==> config.mk <==
export PLATFORM = sky130hd
export DESIGN_NAME = ball_collision_arbiter
export DESIGN_NICKNAME = d
export VERILOG_FILES = /design/src/rtl/ball_collision_arbiter.sv
export SDC_FILE = /design/constraint.sdc
export NUM_CORES = 1
export LEC_CHECK = 0
export ABC_AREA = 1
export CORE_ASPECT_RATIO = 0.8
export CORE_MARGIN = 5
export CORE_UTILIZATION = 50
export CTS_CLUSTER_SIZE = 8
export DETAILED_ROUTE_END_ITERATION = 6
export GPL_TIMING_DRIVEN = 0
export PLACE_DENSITY = 0.8
export SYNTH_ARGS = -nofsm -noshare
export SYNTH_HDL_FRONTEND = slang
export SYNTH_SLANG_ARGS = --single-unit
==> constraint.sdc <==
create_clock -name clk -period 1.6 [get_ports clk]
set_clock_uncertainty 0.05 [all_clocks]
set_input_delay 0.16 -clock clk [delete_from_list [all_inputs] [get_ports clk]]
set_output_delay 0.16 -clock clk [all_outputs]
set_load 0.01 [all_outputs]
==> src/rtl/ball_collision_arbiter.sv <==
// Collects per-source ball collision requests over a frame and issues one bounce command per frame.
// Optional round-robin arbitration: define COLLISION_ARB_ROUND_ROBIN_EN.
module ball_collision_arbiter #(
    parameter int unsigned NUM_SRC         = 6,
    parameter int unsigned COOLDOWN_FRAMES = 3,
    parameter int unsigned CNT_W           = 4
) (
    input  logic               clk,
    input  logic               resetN,
    input  logic               startOfFrame,
    input  logic               pause,
    input  logic               reset_level,
    input  logic [NUM_SRC-1:0] req,
    input  logic [3:0]         hitEdgeCode,
    output logic               grantValid,
    output logic [2:0]         grantSrc,
    output logic [3:0]         grantEdge,
    output logic               flipX,
    output logic               flipY,
    output logic               busy
);

    localparam int unsigned SRC_W = 3;
    localparam logic [NUM_SRC-1:0] SRC_ONE = {{(NUM_SRC-1){1'b0}}, 1'b1};

    typedef enum logic [1:0] {
        COLLECT  = 2'd0,
        GRANT    = 2'd1,
        COOLDOWN = 2'd2
    } state_t;

    state_t             state, nextState;
    logic [NUM_SRC-1:0] pending, nextPending;
    logic [3:0]         edgeAcc, nextEdgeAcc;
    logic [CNT_W-1:0]   cnt, nextCnt;
    logic               nextGrantValid, nextFlipX, nextFlipY, nextBusy;
    logic [2:0]         nextGrantSrc;
    logic [3:0]         nextGrantEdge;

    logic [SRC_W-1:0]   winner;
    logic               found;
    int unsigned        idx;
    logic [NUM_SRC-1:0] mask;
    logic [NUM_SRC-1:0] capPending;
    logic [3:0]         capEdge;

`ifdef COLLISION_ARB_ROUND_ROBIN_EN
    logic [SRC_W-1:0]   rrPtr, nextRrPtr;
`endif

    // Winner search: lowest set index, starting at rrPtr when round-robin is enabled
    always_comb begin
        winner = '0;
        found  = 1'b0;
        idx    = 0;
        for (int unsigned i = 0; i < NUM_SRC; i++) begin
`ifdef COLLISION_ARB_ROUND_ROBIN_EN
            idx = 32'(rrPtr) + i;
            if (idx >= NUM_SRC) begin
                idx = idx - NUM_SRC;
            end
`else
            idx = i;
`endif
            if (!found && pending[SRC_W'(idx)]) begin
                found  = 1'b1;
                winner = SRC_W'(idx);
            end
        end
    end

    // Next-state, capture and output decode
    always_comb begin
        nextState      = state;
        nextPending    = pending;
        nextEdgeAcc    = edgeAcc;
        nextCnt        = cnt;
        nextGrantValid = 1'b0;
        nextFlipX      = 1'b0;
        nextFlipY      = 1'b0;
        nextGrantSrc   = grantSrc;
        nextGrantEdge  = grantEdge;
        nextBusy       = busy;
`ifdef COLLISION_ARB_ROUND_ROBIN_EN
        nextRrPtr      = rrPtr;
`endif
        mask       = (state == COLLECT) ? '0 : (SRC_ONE << grantSrc);
        capPending = req & ~mask;
        capEdge    = (req[4] | req[5]) ? hitEdgeCode : 4'b0000;

        if (reset_level) begin
            nextState     = COLLECT;
            nextPending   = '0;
            nextEdgeAcc   = '0;
            nextCnt       = '0;
            nextGrantSrc  = '0;
            nextGrantEdge = '0;
            nextBusy      = 1'b0;
`ifdef COLLISION_ARB_ROUND_ROBIN_EN
            nextRrPtr     = '0;
`endif
        end else if (!pause) begin
            nextPending = pending | capPending;
            nextEdgeAcc = edgeAcc | capEdge;
            case (state)
                COLLECT: begin
                    if (startOfFrame && (pending != '0)) begin
                        nextState      = GRANT;
                        nextGrantValid = 1'b1;
                        nextGrantSrc   = winner;
                        nextGrantEdge  = edgeAcc;
                        nextFlipY      = (winner == 3'd0) || (winner == 3'd3) ||
                                         ((winner >= 3'd4) && (edgeAcc[2] || edgeAcc[0]));
                        nextFlipX      = (winner == 3'd1) || (winner == 3'd2) ||
                                         ((winner >= 3'd4) && (edgeAcc[3] || edgeAcc[1]));
                        nextCnt        = CNT_W'(COOLDOWN_FRAMES);
                        // Snapshot taken; this clk's requests open the next frame
                        nextPending    = capPending;
                        nextEdgeAcc    = capEdge;
`ifdef COLLISION_ARB_ROUND_ROBIN_EN
                        nextRrPtr      = (winner == SRC_W'(NUM_SRC - 1)) ? '0 : winner + SRC_W'(1);
`endif
                    end
                end
                GRANT: begin
                    nextState = (COOLDOWN_FRAMES > 0) ? COOLDOWN : COLLECT;
                end
                COOLDOWN: begin
                    if (startOfFrame) begin
                        if (cnt <= CNT_W'(1)) begin
                            nextCnt   = '0;
                            nextState = COLLECT;
                        end else begin
                            nextCnt = cnt - CNT_W'(1);
                        end
                    end
                end
                default: begin
                    nextState = COLLECT;
                end
            endcase
            nextBusy = (nextState == COOLDOWN);
        end
    end

    always_ff @(posedge clk or negedge resetN) begin
        if (!resetN) begin
            state      <= COLLECT;
            pending    <= '0;
            edgeAcc    <= '0;
            cnt        <= '0;
            grantValid <= 1'b0;
            grantSrc   <= '0;
            grantEdge  <= '0;
            flipX      <= 1'b0;
            flipY      <= 1'b0;
            busy       <= 1'b0;
`ifdef COLLISION_ARB_ROUND_ROBIN_EN
            rrPtr      <= '0;
`endif
        end else begin
            state      <= nextState;
            pending    <= nextPending;
            edgeAcc    <= nextEdgeAcc;
            cnt        <= nextCnt;
            grantValid <= nextGrantValid;
            grantSrc   <= nextGrantSrc;
            grantEdge  <= nextGrantEdge;
            flipX      <= nextFlipX;
            flipY      <= nextFlipY;
            busy       <= nextBusy;
`ifdef COLLISION_ARB_ROUND_ROBIN_EN
            rrPtr      <= nextRrPtr;
`endif
        end
    end

endmodule
# After elaboration in Yosys (flattened, before gate mapping)

Cells that the tools add are included.

Equality and inequality tests: 9
Mux-type cells: 56
Shift-type cells: 1
Reductions and logical operators: 27
Bitwise operators: 5
$lt $le $gt $ge: 2
Add/subtract/negate cells: 1

Operators by type and width:

| cell                                                           | number |
|---|---|
| 2-to-1 mux 4 bit                                               | 14 |
| 2-to-1 mux 6 bit                                               | 5 |
| 2-to-1 mux 3 bit                                               | 7 |
| 2-to-1 mux 1 bit                                               | 20 |
| 2-to-1 mux 2 bit                                               | 8 |
| logical AND 1 bit                                              | 8 |
| one-hot mux 4 bit (2 select lines)                             | 1 |
| bitwise AND 6 bit                                              | 1 |
| == test 3 x 2 -> 1 bit, second input constant                  | 2 |
| logical OR 1 bit                                               | 6 |
| inverter 6 bit                                                 | 1 |
| OR 6 bit                                                       | 1 |
| one-hot mux 2 bit (3 select lines)                             | 1 |
| nonzero test 6 bit                                             | 1 |
| left shift 1 x 3 -> 6 bit, first input constant                | 1 |
| zero test 1 bit                                                | 5 |
| == test 2 bit, second input constant                           | 2 |
| less-or-equal comparator 4 x 1 -> 1 bit, second input constant | 1 |
| OR 4 bit                                                       | 1 |
| AND reduction 4 bit                                            | 1 |
| nonzero test 2 bit                                             | 2 |
| subtractor 4 x 1 -> 4 bit, second input constant               | 1 |
| == test 3 x 1 -> 1 bit, second input constant                  | 1 |
| greater-or-equal comparator 3 bit, second input constant       | 1 |
| other kinds (9)                                                | 9 |

Register bits: 27
Input bits: 15
Logic and storage cells: 111

# Longest topological paths before layout

Depth in word-level cells: 23
Gate-level depth with buffers: 8
Gate-level depth less buffers: 8

# Worst setup path before layout

No wires, ideal clock.

Path type: register to register
Start: reg cnt[0]
End: reg cnt[0]
Library setup time: 0.065 ns
Setup slack: 0.229 ns
Required time: 1.485 ns
Cell stages (with the launch flop): 8
Clock period less this slack: 1.371 ns
Data arrival time: 1.256 ns
Path through: dfrtp_1 -> inv_1 -> ha_1 -> o21ai_0 -> nand2_1 -> a21oi_1 -> nand2_1 -> nand2_1

Cells in the longest elaborated chain, start to end: 6
Elaborated cells on any way between the ends: 7

RTL lines:

| element                                                                              | RTL line | text |
|---|---|---|
| from (decl)                                                                          | 35       | `logic [CNT_W-1:0] cnt, nextCnt;` |
| from (signal assigned)                                                               | 165      | `cnt <= nextCnt;` |
| subtractor 4 x 1 -> 4 bit or less-or-equal comparator 4 x 1 -> 1 bit (tied branches) | 134, 130 |  |
| 2-to-1 mux 4 bit *                                                                   | 130      | `if (cnt <= CNT_W'(1)) begin` |
| 2-to-1 mux 4 bit *                                                                   | 129      | `if (startOfFrame) begin` |
| one-hot mux 4 bit (2 select lines) *                                                 | 105      | `case (state)` |
| 2-to-1 mux 4 bit *                                                                   | 102      | `end else if (!pause) begin` |
| 2-to-1 mux 4 bit *                                                                   | 91       | `if (reset_level) begin` |

Every way passes the cells marked *; elsewhere a longest branch is shown, timed or not. The select of a mux whose other input is x is not followed.
A chain may end at the register's enable or synchronous reset.

# Worst setup path after layout

Start: reg grantSrc[1]
End: out grantSrc[1]

RTL lines:

| element                | RTL line | text |
|---|---|---|
| from (decl)            | 16       | `output logic [2:0] grantSrc,` |
| from (signal assigned) | 167      | `grantSrc <= nextGrantSrc;` |

No word-level cell between the ends.

==> results.json <==
{
  "run_status": "completed",
  "worstSetupPathType": "register to output pin",
  "power_switching_uw": 440.4,
  "drc": 0,
  "synthDominantCellAreaShare_pct": 44.74,
  "detail-route-antenna-nets": 0,
  "maxCapViolCount": 0,
  "grt_first_pass_wirelength_um": 5271,
  "antenna_found_initial": 0,
  "clock_insertion_delay_at_the_later_pin_of_the_skew_report_ns": 0.27,
  "crit_buf_inv": 1,
  "post_cts.resized_instances": 0,
  "postSynthRegisterBits": 27,
  "p_per_area_mw_per_mm2": 793.9,
  "max_slew.worst_pin.slew_ns": 1.177,
  "core_region_area_mm2": 0.002829,
  "tritoncts": "done",
  "fin_cells": 269,
  "floorplan.rows": 17,
  "fin_worst_hold_slack_ns": 0.1648,
  "ir_worst_vdd_v": 0.0005278,
  "areaGrowthSynthToFinish_pct": 22.29,
  "cts.root.buffer_cell": "clkbuf_8",
  "first_global_vias": 1168,
  "fmax_mhz": 664.7,
  "globalRoute.busiestLayer": "met2",
  "hpwl_um": 2471,
  "cts_setup_buffers": 0,
  "fin_nets": 249,
  "netlist-cell-type-count": 27,
  "drt_first_pass_iters": 4,
  "die_h_um": 59.16,
  "main_combinational_cell_family_by_area_after_synthesis": "simple AND/OR/NAND/NOR gates",
  "power.total_uw": 1466,
  "gate_family_responsible_for_the_most_delay_along_the_worst_path": "buffers and inverters",
  "clock_network_power_share_pct": 26.6,
  "synth_sequential_area_ratio_pct": 44.74,
  "worst_path_max_delay_cell": "clkdlybuf4s50_1",
  "global_route.usage.total_pct": 15.83,
  "worstSetupEndpointType": "output pin",
  "worst_setup_hold_path_clk_slew_ns": 0.09,
  "critical_path.startpoint_type": "register",
  "cts_buffer_count": 3,
  "synth_xor_area_share_pct": 0.5800,
  "detail_routed_net_length_per_standard_cell_um": 11.69,
  "cts.sink_count": 27,
  "grt_max_degree": 28,
  "netSwitchingFraction_pct": 30.04,
  "synthCells": 203,
  "crit_chain": "clkdlybuf4s50_1",
  "syn_avg_cell_area_um2": 7.439,
  "grtUsageMet2_pct": 23.82,
  "p_int_uw": 1026,
  "grt_setup_unrepaired": "no",
  "totalWireLength_um": 3144,
  "effective_utilization_at_floorplan_pct": 53.38,
  "gr-usage-met3_pct": 4.237,
  "shortest_clock_period_the_worst_path_allows_after_layout_ns": 1.505,
  "die-width_um": 71.45,
  "die_area_mm2": 0.004226,
  "setup_viol": 0,
  "worstPathMaxFanout": 5,
  "n_antenna_cell": 0,
  "syn-cell-area_mm2": 0.001510,
  "viasPerCell": 5.011,
  "clockBufferDepth": 2,
  "synth-adder-area-share_pct": 1.657,
  "timing_max_transition_violations_final": 0,
  "cpPeakStageDelay_ns": 0.57,
  "reg2reg_setup_slack_ns": 0.13,
  "post_route_clock_period_utilization_pct": 94.03,
  "mappedNetlistNets": 220,
  "finalSetupTns_ns": 0,
  "fillerInstances": 251,
  "hp-class": "input pin to register",
  "p_seq_share_pct": 51.8,
  "finalWeightedCongestion": 0.8180,
  "floorplan.io_pins": 26,
  "hold_buffers": 0,
  "io_buffers": 24,
  "synth-simple-area-share_pct": 40.27,
  "compound_gate_portion_of_the_synthesized_area_pct": 7.539,
  "synth_top_area_cell": "dfrtp_1",
  "slew_headroom_pct": 21.30,
  "power.share.combinational_pct": 21.7,
  "via_count": 1348,
  "total_congestion_overflow_after_global_routing": 0,
  "place_inst": 265,
  "synth_top_cells_by_area": "dfrtp_1, nand2_1, o21ai_0",
  "final_hold_viol_count": 0,
  "cts_max_level": 1,
  "critPathRequiredTime_ns": 1.39,
  "worstPathArrival_ns": 1.29,
  "power.static_leakage_uw": 0.0009375,
  "yosysWarnings": 0,
  "synth.mux.area_fraction_pct": 0,
  "drt_first_iter_violations": 64,
  "drive_above_1_share_pct": 8.225,
  "global_route.usage.met1_pct": 22.49
}
-- cell usage after synthesis (all sizes together) --
library cell,instances
nor2,14
inv,16
or2,1
xnor2,1
clkbuf,1
dfrtp,27
a21oi,4
nor3,3
buf,3
nand3,14
and2,1
a31oi,1
o21ai,16
ha,2
nand2,91
nand2b,1
o211ai,1
nand4,6
-- power by group through the flow --
stage          combinational [uW]  sequential, uW  clock [uW]
3_5_place_dp                  319             772           0
5_1_grt                       360             766         430
6_report                      317             759         389
2_1_floorplan                 203             769           0
4_1_cts                       320             759         401
3_3_place_gp                  313             772           0
-- per-stage QoR --
stage / utilization [%] / setup WS (ns) / instance area [um2]
finish: 65.28 / 0.09548 / 1847
CTS: 65.28 / 0.004986 / 1847
global route: 65.28 / 0.02878 / 1847
global placement: 63.56 / -0.05832 / 1798
floorplan: - / 0.2292 / 1510
detailed placement: 63.56 / -0.05164 / 1798
-- cell usage in the layout (no fill, tap or decap) --
master / instances
nor2_8: 2
o21ai_0: 14
nand4_1: 6
o211ai_1: 1
buf_2: 3
nor2_2: 1
or2_2: 1
nand2_4: 1
inv_1: 14
a21oi_1: 4
clkbuf_1: 1
nor2_4: 1
nand2_2: 2
inv_2: 2
nand2_1: 88
clkbuf_8: 3
dfrtp_1: 27
nand3_4: 1
nand3_2: 1
clkdlybuf4s50_1: 24
clkinvlp_4: 1
and2_1: 1
nand3_1: 12
a31oi_1: 1
nor2_1: 10
nand2b_1: 1
nor3_1: 3
xnor2_1: 1
ha_1: 2
o21ai_1: 2
-- logic make-up (layout without fill, tap and decap cells) --
logic type,count (synthesis),in the layout
flops,27,27
fa+ha+maj,2,2
simple gates,131,131
compound gates,22,22
buf+inv,20,48
xor+xnor,1,1
-- final timing paths --
path	from	endpoint	cells past startpoint
worst max-delay path	grantSrc[1]	grantSrc[1]	1
worst min-delay path	reset_level	grantValid	2
worst max register to register	cnt[0]	cnt[0]	7
worst min register to register	busy	busy	2
max in group asynchronous	resetN	grantValid	1
min in group asynchronous	resetN	cnt[3]	1
-- final cells by class --
type | count | area, um2 | share of cell area (%)
Buffer | 4 | 18.77 | 1.016
Clock buffer | 3 | 41.29 | 2.236
Clock inverter | 1 | 7.507 | 0.4065
Inverter | 16 | 60.06 | 3.252
Multi-Input combinational cell | 156 | 755.7 | 40.92
Sequential cell | 27 | 675.6 | 36.59
Tap cell | 38 | 47.55 | 2.575
Timing Repair Buffer | 24 | 240.2 | 13.01
-- flip-flops by register name, indices dropped and copies added, names as in the netlist --
name        flops
cnt             4
grantValid      1
pending         6
flipX           1
grantEdge       4
edgeAcc         4
state           2
busy            1
grantSrc        3
flipY           1
-- routing by layer --
layer / wire [um] / vias to the layer above / share of wire, %
met4: 15 / 0 / 0.48
met5: 0 / - / 0
met2: 1421 / 38 / 45
met1: 1483 / 593 / 47
met3: 223 / 4 / 7.1
li1: - / 713 / -
Note: power is estimated with default switching activity, not from simulation.
